--- config.mk ---
export PLATFORM = sky130hd
export DESIGN_NAME = ti_quad_layer_pipe
export DESIGN_NICKNAME = d
export VERILOG_FILES = /design/src/rtl/ti_quad_pkg.sv /design/src/rtl/ti_quad_eval.sv /design/src/rtl/ti_quad_layer_pipe.sv
export SDC_FILE = /design/constraint.sdc
export NUM_CORES = 1
export LEC_CHECK = 0
export CORE_MARGIN = 2
export CORE_UTILIZATION = 31
export CTS_CLUSTER_DIAMETER = 60
export DETAILED_ROUTE_END_ITERATION = 16
export HOLD_SLACK_MARGIN = 0.05
export SETUP_SLACK_MARGIN = 0.05
export SYNTH_ARGS = -nofsm -noshare
export SYNTH_HDL_FRONTEND = slang
export SYNTH_SLANG_ARGS = --single-unit
--- constraint.sdc ---
create_clock -name clk -period 1.6 [get_ports clk]
set_clock_uncertainty 0.15 [all_clocks]
set_input_delay 0.16 -clock clk [delete_from_list [all_inputs] [get_ports clk]]
set_output_delay 0.16 -clock clk [all_outputs]
set_load 0.005 [all_outputs]
--- src/rtl/ti_quad_pkg.sv ---
// Shared helpers for the TI quadratic layer: mask indexing, ANF evaluation
// of one degree-2 Boolean function, and the default identity linear mask.
package ti_quad_pkg;

  localparam int MAX_IN  = 16;
  localparam int MAX_OUT = 32;

  function automatic int lin_idx(input int k, input int i, input int n_in);
    return k * n_in + i;
  endfunction

  function automatic int quad_idx(input int k, input int i, input int j, input int n_in);
    return (k * n_in + i) * n_in + j;
  endfunction

  function automatic logic [MAX_OUT*MAX_IN-1:0] lin_identity(input int n_out, input int n_in);
    logic [MAX_OUT*MAX_IN-1:0] r;
    r = '0;
    for (int k = 0; k < MAX_OUT; k++)
      if (k < n_out && k < n_in) r[lin_idx(k, k, n_in)] = 1'b1;
    return r;
  endfunction

  // quad is one function's N_IN x N_IN row (stride n_in); only i<j terms count.
  function automatic logic eval_quad(input logic [MAX_IN-1:0]        x,
                                     input logic                     c,
                                     input logic [MAX_IN-1:0]        lin,
                                     input logic [MAX_IN*MAX_IN-1:0] quad,
                                     input int                       n_in);
    logic f;
    f = c;
    for (int i = 0; i < MAX_IN; i++) begin
      if (i < n_in) begin
        f = f ^ (lin[i] & x[i]);
        for (int j = i + 1; j < MAX_IN; j++)
          if (j < n_in) f = f ^ (quad[i*n_in+j] & x[i] & x[j]);
      end
    end
    return f;
  endfunction

endpackage

--- src/rtl/ti_quad_eval.sv ---
// Combinational share-function evaluator: one degree-2 ANF per output bit,
// coefficients fixed at elaboration.
module ti_quad_eval
  import ti_quad_pkg::*;
#(
  parameter int N_IN  = 8,
  parameter int N_OUT = 8,
  parameter logic [N_OUT-1:0]           CONST_MASK = '0,
  parameter logic [N_OUT*N_IN-1:0]      LIN_MASK   = '0,
  parameter logic [N_OUT*N_IN*N_IN-1:0] QUAD_MASK  = '0
) (
  input  logic [N_IN-1:0]  in_data,
  output logic [N_OUT-1:0] f
);

  logic [MAX_IN-1:0] x_ext;
  assign x_ext = MAX_IN'(in_data);

  for (genvar k = 0; k < N_OUT; k++) begin : g_f
    localparam logic [MAX_IN-1:0] LIN_ROW =
      MAX_IN'(LIN_MASK[lin_idx(k, 0, N_IN) +: N_IN]);
    localparam logic [MAX_IN*MAX_IN-1:0] QUAD_ROW =
      (MAX_IN*MAX_IN)'(QUAD_MASK[quad_idx(k, 0, 0, N_IN) +: N_IN*N_IN]);
    assign f[k] = eval_quad(x_ext, CONST_MASK[k], LIN_ROW, QUAD_ROW, N_IN);
  end

endmodule

--- src/rtl/ti_quad_layer_pipe.sv ---
// One TI quadratic layer: share functions, register barrier, optional
// refresh from fresh randomness, two-stage elastic valid/ready pipe.
module ti_quad_layer_pipe
  import ti_quad_pkg::*;
#(
  parameter int N_IN    = 8,
  parameter int SH_W    = 4,
  parameter int NSH_OUT = 2,
  parameter logic [NSH_OUT*SH_W-1:0]           CONST_MASK = '0,
  parameter logic [NSH_OUT*SH_W*N_IN-1:0]      LIN_MASK   =
    (NSH_OUT*SH_W*N_IN)'(lin_identity(NSH_OUT*SH_W, N_IN)),
  parameter logic [NSH_OUT*SH_W*N_IN*N_IN-1:0] QUAD_MASK  = '0,
  parameter int REMASK  = 1
) (
  input  logic                        clk,
  input  logic                        rst_n,
  input  logic                        flush,
  input  logic                        in_valid,
  output logic                        in_ready,
  input  logic [N_IN-1:0]             in_data,
  input  logic [(NSH_OUT-1)*SH_W-1:0] rnd,
  output logic                        out_valid,
  input  logic                        out_ready,
  output logic [NSH_OUT*SH_W-1:0]     out_data,
  output logic [15:0]                 beat_cnt
);

  localparam int N_OUT = NSH_OUT * SH_W;
  localparam int RND_W = (NSH_OUT - 1) * SH_W;

  logic [N_OUT-1:0] f, s1_data, s2_data, mask;
  logic [RND_W-1:0] s1_rnd;
  logic             s1_valid, s2_valid, s2_adv, accept, out_xfer;

  ti_quad_eval #(
    .N_IN      (N_IN),
    .N_OUT     (N_OUT),
    .CONST_MASK(CONST_MASK),
    .LIN_MASK  (LIN_MASK),
    .QUAD_MASK (QUAD_MASK)
  ) u_eval (
    .in_data(in_data),
    .f      (f)
  );

  // Last share absorbs the XOR of all other masks so the shared value is preserved.
  always_comb begin
    mask = '0;
    if (REMASK != 0) begin
      for (int s = 0; s < NSH_OUT - 1; s++) begin
        mask[s*SH_W +: SH_W] = s1_rnd[s*SH_W +: SH_W];
        mask[(NSH_OUT-1)*SH_W +: SH_W] = mask[(NSH_OUT-1)*SH_W +: SH_W] ^ s1_rnd[s*SH_W +: SH_W];
      end
    end
  end

  assign s2_adv    = s1_valid && (!s2_valid || out_ready);
  assign in_ready  = !flush && (!s1_valid || s2_adv);
  assign accept    = in_valid && in_ready;
  assign out_xfer  = s2_valid && out_ready;
  assign out_valid = s2_valid;
  assign out_data  = s2_data;

  // Emptied stages are zeroised so no stale shares or randomness linger.
  always_ff @(posedge clk or negedge rst_n) begin
    if (!rst_n) begin
      s1_valid <= 1'b0;
      s2_valid <= 1'b0;
      s1_data  <= '0;
      s1_rnd   <= '0;
      s2_data  <= '0;
      beat_cnt <= '0;
    end else if (flush) begin
      s1_valid <= 1'b0;
      s2_valid <= 1'b0;
      s1_data  <= '0;
      s1_rnd   <= '0;
      s2_data  <= '0;
    end else begin
      if (accept) begin
        s1_valid <= 1'b1;
        s1_data  <= f;
        s1_rnd   <= rnd;
      end else if (s2_adv) begin
        s1_valid <= 1'b0;
        s1_data  <= '0;
        s1_rnd   <= '0;
      end
      if (s2_adv) begin
        s2_valid <= 1'b1;
        s2_data  <= s1_data ^ mask;
      end else if (out_xfer) begin
        s2_valid <= 1'b0;
        s2_data  <= '0;
      end
      if (out_xfer) beat_cnt <= beat_cnt + 16'd1;
    end
  end

endmodule

==> reports/summary.json <==
{
  "detail_route.vias_per_cell": {"value": 4.628},
  "cp_slowest_cell": {"value": "sky130_fd_sc_hd__clkdlybuf4s50_1"},
  "synth_seq_cells": {"value": 38},
  "cts_buffers": {"value": 5},
  "clock-sinks": {"value": 38},
  "finalCritPeriodShare": {"value": 95.53, "unit": "%"},
  "cp_max_fo": {"value": 4},
  "netlist_instances": {"value": 127},
  "timing.max_cap.violations": {"value": 0},
  "syn_avg_cell_area": {"value": 12.68, "unit": "µm²"},
  "synth.top_cells.by_count": {"value": "38 x sky130_fd_sc_hd__dfrtp_1, 20 x sky130_fd_sc_hd__a22o_1, 13 x sky130_fd_sc_hd__xnor2_1"},
  "critical_path.endpoint_type": {"value": "primary output"},
  "required": {"value": 1.29, "unit": "ns"},
  "global_route.usage.total": {"value": 12.47, "unit": "%"},
  "port_buffers": {"value": 42},
  "post_route_cells_drive_above_1_share": {"value": 22.11, "unit": "%"},
  "yosysWarningCount": {"value": 0},
  "antenna_violations_before_repair": {"value": 0},
  "syn-cell-area": {"value": 1610, "unit": "µm²"},
  "achievable-frequency": {"value": 654.3, "unit": "MHz"},
  "drt-total-wl": {"value": 3473, "unit": "µm"},
  "syn_nets": {"value": 145},
  "clk_pin_slew": {"value": 0.07, "unit": "ns"},
  "filler_cell_count": {"value": 486},
  "final_period_minus_worst_setup_slack": {"value": 1.528, "unit": "ns"},
  "area.growth.synth_to_final": {"value": 48.95, "unit": "%"},
  "rsz0062_at_grt": {"value": "yes"},
  "antenna_cells": {"value": 0},
  "detail_route.iter0.violations": {"value": 42},
  "final.hold.worst_slack": {"value": 0.2323, "unit": "ns"},
  "detailedPlacementHpwl": {"value": 2508, "unit": "µm"},
  "worst_path_class_setup": {"value": "flip-flop to primary output"},
  "crit_path_cell_trace": {"value": "clkdlybuf4s50_1"},
  "status": {"value": "finished, final reports clean"},
  "fp.dieArea": {"value": 5787, "unit": "µm²"},
  "asyncSetResetFlopFracSynth": {"value": 100.0, "unit": "%"},
  "clock_tree_from_tritoncts": {"value": "built"},
  "finalMaxSlewViolations": {"value": 0},
  "path_buf_inv": {"value": 1},
  "worst_slew_margin_relative_to_its_limit": {"value": 66.34, "unit": "%"},
  "finalNetCount": {"value": 217},
  "worstSetupPathDepth": {"value": 1},
  "standard_cell_core_area": {"value": 5075, "unit": "µm²"},
  "setup-violations-final": {"value": 0},
  "std_cell_rows": {"value": 26},
  "netlist_top_cells_area": {"value": "sky130_fd_sc_hd__dfrtp_1 59%, sky130_fd_sc_hd__a22o_1 11%, sky130_fd_sc_hd__xnor2_1 7.1%"},
  "placed_cells": {"value": 249},
  "crit_path_max_incr_delay": {"value": 0.53, "unit": "ns"},
  "critPathTopFamily": {"value": "buffers and inverters"},
  "crit_path_start_kind": {"value": "flip-flop"},
  "initial_core_util": {"value": 31.73, "unit": "%"},
  "fin_cells": {"value": 269},
  "gp_congestion": {"value": 0.7936},
  "sequential_cell_area_in_the_final_layout": {"value": 950.9, "unit": "µm²"},
  "first_global_vias": {"value": 1254},
  "synth_cell_types": {"value": 26},
  "worst_r2r_path_depth": {"value": 5},
  "detailedRoute.firstPassIterationCount": {"value": 4},
  "avgRoutedWirePerCell": {"value": 12.91, "unit": "µm"},
  "die_h": {"value": 76.07, "unit": "µm"},
  "cellPowerDensity": {"value": 866.7, "unit": "nW/µm²"},
  "synth_area_leader": {"value": "sky130_fd_sc_hd__dfrtp_1"},
  "yosysMostFrequentCell": {"value": "sky130_fd_sc_hd__dfrtp_1"},
  "num_io_pins": {"value": 43},
  "grt_start_max_net_pins": {"value": 24},
  "drcViolationCount": {"value": 0},
  "antenna_left": {"value": 0},
  "critical_path_arrival": {"value": 1.22, "unit": "ns"},
  "cts.root.buffer_cell": {"value": "sky130_fd_sc_hd__clkbuf_8"},
  "global_route_wire_length_before_repair": {"value": 5789, "unit": "µm"},
  "ctsLongestPathBuffers": {"value": 2},
  "hold_path_class": {"value": "input pin to async pin"},
  "synth.top_cell.area_share": {"value": 59.05, "unit": "%"},
  "leakagePower": {"value": 1.123, "unit": "nW"},
  "synth_flop_cell": {"value": "sky130_fd_sc_hd__dfrtp_1"},
  "worstMarginPinSlew": {"value": 0.5050, "unit": "ns"},
  "hold_viol": {"value": 0},
  "yosysSeqAreaShare": {"value": 59.05, "unit": "%"},
  "htree_levels": {"value": 2},
  "multiInputGateArea": {"value": 660.6, "unit": "µm²"},
  "grt-ovfl-total": {"value": 0},
  "synth_edf_count": {"value": 0},
  "vias": {"value": 1245},
  "die_x": {"value": 76.07, "unit": "µm"},
  "max-vdd-ir-drop": {"value": 421.1, "unit": "µV"},
  "clock_latency_on_the_worst_skew_pair": {"value": 0.28, "unit": "ns"}
}
[through the flow]
stage / TNS (ns) / area (µm²) / utilization (%) / worst slack (ns) / power [mW]
final: 0 / 2399 / 47.26 / 0.07154 / 2.079
after global routing: 0 / 2399 / 47.26 / 0.03042 / 2.183
after CTS: 0 / 2306 / 45.44 / 0.02683 / 2.077
after detailed placement: -7.783 / 2183 / 43.02 / -0.3814 / 1.461
after global placement: -6.448 / 2183 / 43.02 / -0.3017 / 1.448
after floorplan: 0 / 1610 / - / 0.1513 / 1.230
[placed cells by master (no fill, tap or decap), drive strengths merged, types with 2 or more instances in the layout]
master / synthesis / final
a21oi: 3 / 3
a22o: 20 / 20
and3: 2 / 2
buf: 4 / 27
clkbuf: 0 / 8
clkdlybuf4s50: 0 / 37
dfrtp: 38 / 38
dlygate4sd2: 0 / 2
nand2: 8 / 8
nand3: 6 / 6
nand4: 3 / 3
nor2: 8 / 8
xnor2: 13 / 13
xor2: 10 / 10
[power by group]
group | switching [mW] | total (mW) | internal [mW] | leakage (nW)
Combinational | 0.147 | 0.392 | 0.245 | 0.568
Clock | 0.299 | 0.599 | 0.300 | 0.0383
Sequential | 0.0597 | 1.09 | 1.03 | 0.516
Total | 0.507 | 2.08 | 1.57 | 1.12
[routing by layer]
| metal | up-vias | track usage, % | routed length [µm] |
|---|---|---|---|
| li1 | 587 | - | - |
| met1 | 606 | 15.68 | 1514 |
| met2 | 44 | 20.36 | 1717 |
| met3 | 8 | 3.555 | 191 |
| met4 | 0 | 4.909 | 49 |
| met5 | - | 0 | 0 |
[sequential cells by signal, summed over array words and instances (netlist names)]
signal and flops:
out_data 8, out_valid 1, beat_cnt 16, s1_valid 1, s1_rnd 4, s1_data 8
[timing repair]
action                     4_1_cts  5_1_grt
setup endpoints to repair       24       38
resized for setup                5       12
setup buffers                    4        8
hold endpoints to repair        21        0
hold buffers                     1        0
pin swaps                        0        3
[cell type report]
class	instances	area share [%]
repair buffers	69	25.82
multi-input cells	84	27.54
clock buffers	7	3.182
flip-flops and latches	38	39.65
inverters	1	0.1565
well taps	70	3.652
[path summary, 6_finish.rpt]
check                        startpoint            to  slack, ns
min reg2reg                beat_cnt[15]  beat_cnt[15]       0.33
max reg2reg                   out_valid  beat_cnt[10]       0.13
max                         beat_cnt[4]   beat_cnt[4]       0.07
min                               rst_n    s1_data[1]       0.23
min in group clk             in_data[1]    s1_data[1]       0.33
max in group asynchronous         rst_n     out_valid       0.49
[cells by family (layout without fill, tap and decap cells)]
| kind of cell | after synthesis | count (layout) | synth area share (%) |
|---|---|---|---|
| flops | 38 | 38 | 59.05 |
| simple gates | 35 | 35 | 11.73 |
| compound gates | 24 | 24 | 12.82 |
| xor+xnor | 23 | 23 | 12.51 |
| buf+inv | 5 | 77 | 2.408 |
| fa+ha+maj | 1 | 1 | 0.7769 |
| mux | 1 | 1 | 0.6993 |
No activity file was read; power rests on OpenSTA's default activity.
